## config.mk

```make
export PLATFORM = sky130hd
export DESIGN_NAME = result_drain_bram
export DESIGN_NICKNAME = d
export VERILOG_FILES = /design/src/rtl/result_drain_bram.sv
export SDC_FILE = /design/constraint.sdc
export NUM_CORES = 1
export LEC_CHECK = 0
export CAP_MARGIN = 30
export CORE_ASPECT_RATIO = 1.75
export CORE_UTILIZATION = 49
export DETAILED_ROUTE_END_ITERATION = 6
export PLACE_DENSITY = 0.74
export SLEW_MARGIN = 20
export SYNTH_ARGS = -nofsm -noshare
export SYNTH_HDL_FRONTEND = slang
export SYNTH_SLANG_ARGS = --single-unit
```

## constraint.sdc

```tcl
create_clock -name clk -period 10.55 [get_ports clk]
set_clock_uncertainty 0.05 [all_clocks]
set_input_delay 1.5825 -clock clk [delete_from_list [all_inputs] [get_ports clk]]
set_output_delay 1.5825 -clock clk [all_outputs]
set_load 0.005 [all_outputs]
```

## src/rtl/result_drain_bram.sv

```systemverilog
// Drains packed result words from the result BRAM onto a valid/ready stream.
// Define DRAIN_LAST_EN to add an o_last flag on the final word of a run.
module result_drain_bram #(
    parameter int CNT_BIT  = 31,
    parameter int DWIDTH   = 32,
    parameter int AWIDTH   = 12,
    parameter int MEM_SIZE = 4096
) (
    input  logic               clk,
    input  logic               reset_n,
    input  logic               i_run,
    input  logic [CNT_BIT-1:0] i_num_cnt,
    output logic               o_idle,
    output logic               o_read,
    output logic               o_done,
    output logic [AWIDTH-1:0]  addr_b1,
    output logic               ce_b1,
    output logic               we_b1,
    input  logic [DWIDTH-1:0]  q_b1,
    output logic [DWIDTH-1:0]  d_b1,
    output logic               o_valid,
    input  logic               i_ready,
    output logic [DWIDTH-1:0]  o_data
`ifdef DRAIN_LAST_EN
    ,
    output logic               o_last
`endif
);

    typedef enum logic [1:0] {S_IDLE, S_RUN, S_DONE} state_t;

    localparam logic [CNT_BIT-1:0] MEM_SIZE_C = CNT_BIT'(MEM_SIZE);

    state_t             state_reg, state_next;
    logic [CNT_BIT-1:0] num_reg;
    logic [CNT_BIT-1:0] rd_cnt_reg;
    logic [CNT_BIT-1:0] tx_cnt_reg;
    logic [CNT_BIT-1:0] tx_cnt_inc;
    logic               inflight_reg;
    logic [DWIDTH-1:0]  buf_mem [2];
    logic               wr_ptr_reg;
    logic               rd_ptr_reg;
    logic [1:0]         buf_count_reg;
    logic [2:0]         occupancy;
    logic               push;
    logic               pop;
    logic               last_pop;
    logic               start;

    assign push       = inflight_reg;
    assign pop        = o_valid & i_ready;
    assign tx_cnt_inc = tx_cnt_reg + CNT_BIT'(1);
    assign last_pop   = pop && (tx_cnt_inc == num_reg);
    assign start      = (state_reg == S_IDLE) && i_run;

    // Words already buffered plus the one returning from BRAM, less the one leaving now.
    assign occupancy = {1'b0, buf_count_reg} + {2'b00, inflight_reg} - {2'b00, pop};
    assign ce_b1     = (state_reg == S_RUN) && (rd_cnt_reg < num_reg) && (occupancy < 3'd2);
    assign addr_b1   = AWIDTH'(rd_cnt_reg % MEM_SIZE_C);
    assign we_b1     = 1'b0;
    assign d_b1      = '0;

    always_ff @(posedge clk) begin
        if (!reset_n) begin
            state_reg <= S_IDLE;
        end else begin
            state_reg <= state_next;
        end
    end

    always_comb begin
        state_next = state_reg;
        case (state_reg)
            S_IDLE:  if (i_run) state_next = S_RUN;
            S_RUN:   if ((num_reg == '0) || last_pop) state_next = S_DONE;
            S_DONE:  state_next = S_IDLE;
            default: state_next = S_IDLE;
        endcase
    end

    always_comb begin
        o_idle  = 1'b0;
        o_read  = 1'b0;
        o_done  = 1'b0;
        o_valid = 1'b0;
        case (state_reg)
            S_IDLE:  o_idle = 1'b1;
            S_RUN: begin
                o_read  = 1'b1;
                o_valid = (buf_count_reg != 2'd0);
            end
            S_DONE:  o_done = 1'b1;
            default: o_idle = 1'b0;
        endcase
    end

    always_ff @(posedge clk) begin
        if (!reset_n) begin
            num_reg       <= '0;
            rd_cnt_reg    <= '0;
            tx_cnt_reg    <= '0;
            inflight_reg  <= 1'b0;
            wr_ptr_reg    <= 1'b0;
            rd_ptr_reg    <= 1'b0;
            buf_count_reg <= 2'd0;
        end else begin
            inflight_reg <= ce_b1;
            if (start) begin
                num_reg    <= i_num_cnt;
                rd_cnt_reg <= '0;
                tx_cnt_reg <= '0;
            end else begin
                if (ce_b1) rd_cnt_reg <= rd_cnt_reg + CNT_BIT'(1);
                if (pop)   tx_cnt_reg <= tx_cnt_inc;
            end
            if (push) wr_ptr_reg <= ~wr_ptr_reg;
            if (pop)  rd_ptr_reg <= ~rd_ptr_reg;
            buf_count_reg <= buf_count_reg + {1'b0, push} - {1'b0, pop};
        end
    end

    // Data returning from BRAM lands in the slot the write pointer names.
    for (genvar gi = 0; gi < 2; gi++) begin : g_buf
        always_ff @(posedge clk) begin
            if (!reset_n) begin
                buf_mem[gi] <= '0;
            end else if (push && (wr_ptr_reg == gi[0])) begin
                buf_mem[gi] <= q_b1;
            end
        end
    end

    assign o_data = o_valid ? buf_mem[rd_ptr_reg] : '0;

`ifdef DRAIN_LAST_EN
    assign o_last = o_valid && (tx_cnt_inc == num_reg);
`endif

endmodule

```

==> impl_metrics.env <==
export IMPL_die_area_sq_mm=0.0202
export IMPL_netlist_area_sq_mm=0.00962
export IMPL_dp_cells=1375
export IMPL_fp_dieH_um=187
export IMPL_cp_slowest_cell="clkdlybuf4s50_1"
export IMPL_p_clk_share_pct=42.9
export IMPL_top_register="buf_mem"
export IMPL_synth_largest_area_cell="dfxtp_1"
export IMPL_portBuffers=115
export IMPL_avgViaCountPerCell=5.61
export IMPL_outcome="finished, final reports clean"
export IMPL_n_antenna_cell=0
export IMPL_postCtsSetupBuffers=0
export IMPL_rsz0062_at_grt="no"
export IMPL_synth_top_cells_by_area="dfxtp_1 21%, edfxtp_1 20%, and2_1 4.9%"
export IMPL_drive_gt1_share_pct=6.08
export IMPL_end_kind="output pin"
export IMPL_die_w_um=108
export IMPL_finalSetupViolCount=0
export IMPL_grt_overflow_total=0
export IMPL_wl_per_cell_um=17.1
export IMPL_syn_avg_cell_area_sq_um=8.92
export IMPL_synthAdderAreaFrac_pct=4.63
export IMPL_clockRootBuffer="clkbuf_16"
export IMPL_required_ns=8.92
export IMPL_finalNonFillerCells=1408
export IMPL_largest_reg_flops=64
export IMPL_placed_area_sq_mm=0.0107
export IMPL_post_route_period_util_pct=67.5
export IMPL_globalRouteTotalUtil_pct=24.6
export IMPL_maxCapViolations=0
export IMPL_hold_class="register to register"
export IMPL_yosysMostFrequentCell="nand2_1"
export IMPL_htree_levels=4
export IMPL_ys_top_cells_by_count="119 x nand2_1, 101 x dfxtp_1, 94 x nor2_1, 75 x and2_1, 64 x edfxtp_1"
export IMPL_cp_max_fo=44
export IMPL_fp_coreArea_sq_mm=0.0192
export IMPL_seq_power_share_pct=45.8
export IMPL_synth_seq_area_share_pct=41.0
export IMPL_synth_compound_gate_area_share_pct=10.5
export IMPL_clk_pin_slew_ns=0.07
export IMPL_synth_edff_count=64
export IMPL_slew_violations=0
export IMPL_path_cells="clkdlybuf4s50_1, o211ai_1, buf_4, inv_2, ha_1, inv_1, ha_1, inv_1, fa_1, xor2_1, nor4b_1, o211ai_1, a21o_2, nor2_1, clkdlybuf4s50_1"
export IMPL_synth_top_family_by_area="simple AND/OR/NAND/NOR gates"
export IMPL_max_freq_mhz=140
export IMPL_num_vias=7900
export IMPL_grt_max_degree=52
export IMPL_synthFlopType="dfxtp_1"
export IMPL_cp_arrival_ns=5.49
export IMPL_max_slew_margin_pct=41.0
export IMPL_antenna_found_initial=0
export IMPL_crit_type="input port to output pin"
export IMPL_power_density_mw_per_mm2=137
export IMPL_cpPeakStageDelay_ns=0.55
export IMPL_clock_latency_ns=0.44
export IMPL_combPwrFrac_pct=11.3
export IMPL_ys_ff_latch=165
export IMPL_cts_sinks=165
export IMPL_finalSetupTns_ns=0
export IMPL_yosys_warnings=0
export IMPL_initial_core_util_pct=50.1
export IMPL_synth_simple_area_share_pct=25.4
export IMPL_fillers=1737
export IMPL_design_area_sq_mm=0.0113
export IMPL_start_kind="input port"
export IMPL_fin_crit_ns=7.12
export IMPL_final_nets=1256
export IMPL_first_global_vias=7727
export IMPL_synth_top_cell_area_share_pct=21.0
export IMPL_worstMarginPinSlew_ns=0.877
export IMPL_num_rows=67
export IMPL_cts_hold_buf=0
export IMPL_drt_total_wl_um=24100
export IMPL_hpwl_um=17600
export IMPL_area_growth_pct=17.9
export IMPL_ir_drop_mv=0.0994
export IMPL_synth_xor_area_share_pct=6.46
export IMPL_grt_pass1_wl_um=38600
export IMPL_p_sw_share_pct=26.2
export IMPL_total_leakage_power_nw=4.05
export IMPL_async_reset_ff_share_pct=0
export IMPL_cts_resized=0
export IMPL_p_int_w=0.00115
export IMPL_cts_tree="built"
export IMPL_yosysUniqueCellTypes=68
export IMPL_drc=0
export IMPL_cts_buffer_depth=2
export IMPL_whs_ns=0.446
export IMPL_synthCells=1079
export IMPL_drt_pass1_iterations=5
export IMPL_postRouteAntennaNets=0
export IMPL_cts_buffers=17
export IMPL_power_switching_w=0.000407
export IMPL_dr_first_iter_drc_count=337
export IMPL_pin_count=149
export IMPL_final_hold_viol_count=0
export IMPL_gp_congestion=0.946
export IMPL_synthMuxAreaShare_pct=4.06
worst paths after layout:
check | slack, ns | endpoint | start | depth (start not counted)
worst max-delay path | 3.43 | ce_b1 | i_ready | 15
worst min-delay path | 0.45 | rd_cnt_reg[30] | rd_cnt_reg[30] | 2
worst max register to register | 6.43 | rd_cnt_reg[7] | state_reg[1] | 16
worst min register to register | 0.45 | rd_cnt_reg[30] | rd_cnt_reg[30] | 2
power by group through the flow:
stage          registers, W  clock network, W  logic, W
4_1_cts            0.000712          0.000676  0.000176
6_report           0.000712          0.000667  0.000175
2_1_floorplan      0.000717                 0  0.000118
5_1_grt            0.000714          0.000702  0.000195
3_3_place_gp       0.000726                 0  0.000170
3_5_place_dp       0.000726                 0  0.000175
logic make-up (layout without fill, tap and decap cells):
| family | Yosys count | after routing |
|---|---|---|
| adder cells (fa/ha/maj) | 35 | 35 |
| XOR/XNOR | 71 | 71 |
| AND/OR/NAND/NOR | 467 | 467 |
| buffers and inverters | 149 | 205 |
| flip-flops | 165 | 165 |
| multiplexers | 39 | 39 |
| AO/OA/AOI/OAI | 152 | 152 |
| other | 1 | 33 |
per-layer routing:
layer	track usage (%)	part of all wire [%]
met2	45.1	53
met1	25.9	38
met3	3.55	3.5
met4	14.3	4.6
met5	0	0
metrics by stage:
step                      total power, W  util [%]  setup slack [ns]
after floorplan                 0.000835         -              5.05
after global placement          0.000896      55.7              3.55
after detailed placement        0.000901      55.8              3.48
after CTS                        0.00156      59.1              3.45
after global routing             0.00161      59.1              3.25
final                            0.00155      59.1              3.43
placed cells by master (no fill, tap or decap), drive strengths merged, types with 9 or more instances in the layout:
cell	n
o31ai	17
clkbuf	18
xor2	25
a21oi	44
o21ai	16
conb	33
xnor2	46
nor2	94
or3	11
nand2b	9
nand3	34
nor3	17
a21boi	31
and2	76
mux2i	39
a31oi	9
inv	53
ha	34
buf	14
or4	23
edfxtp	64
nand2	119
clkdlybuf4s50	115
nor4	22
dfxtp	101
nand4	32
final cells by class:
cell class	instances	area [sq um]	area share [%]
clock inverters	14	189	1.67
inverters	44	165	1.46
clock buffers	18	429	3.78
multi-input cells	797	5040	44.4
flip-flops and latches	165	3950	34.8
well taps	241	302	2.66
repair buffers	129	1280	11.2
worst max-delay path, delay by kind of cell:
kind                       cells  cell delay (ns)
xor gates and xnor gates       1             0.15
buffers and inverters          6             1.58
AOI/OAI and AO/OA              3             0.75
adders and majority gates      3             0.78
and+or+nand+nor                2             0.62
(Power assumes the default switching activity.)
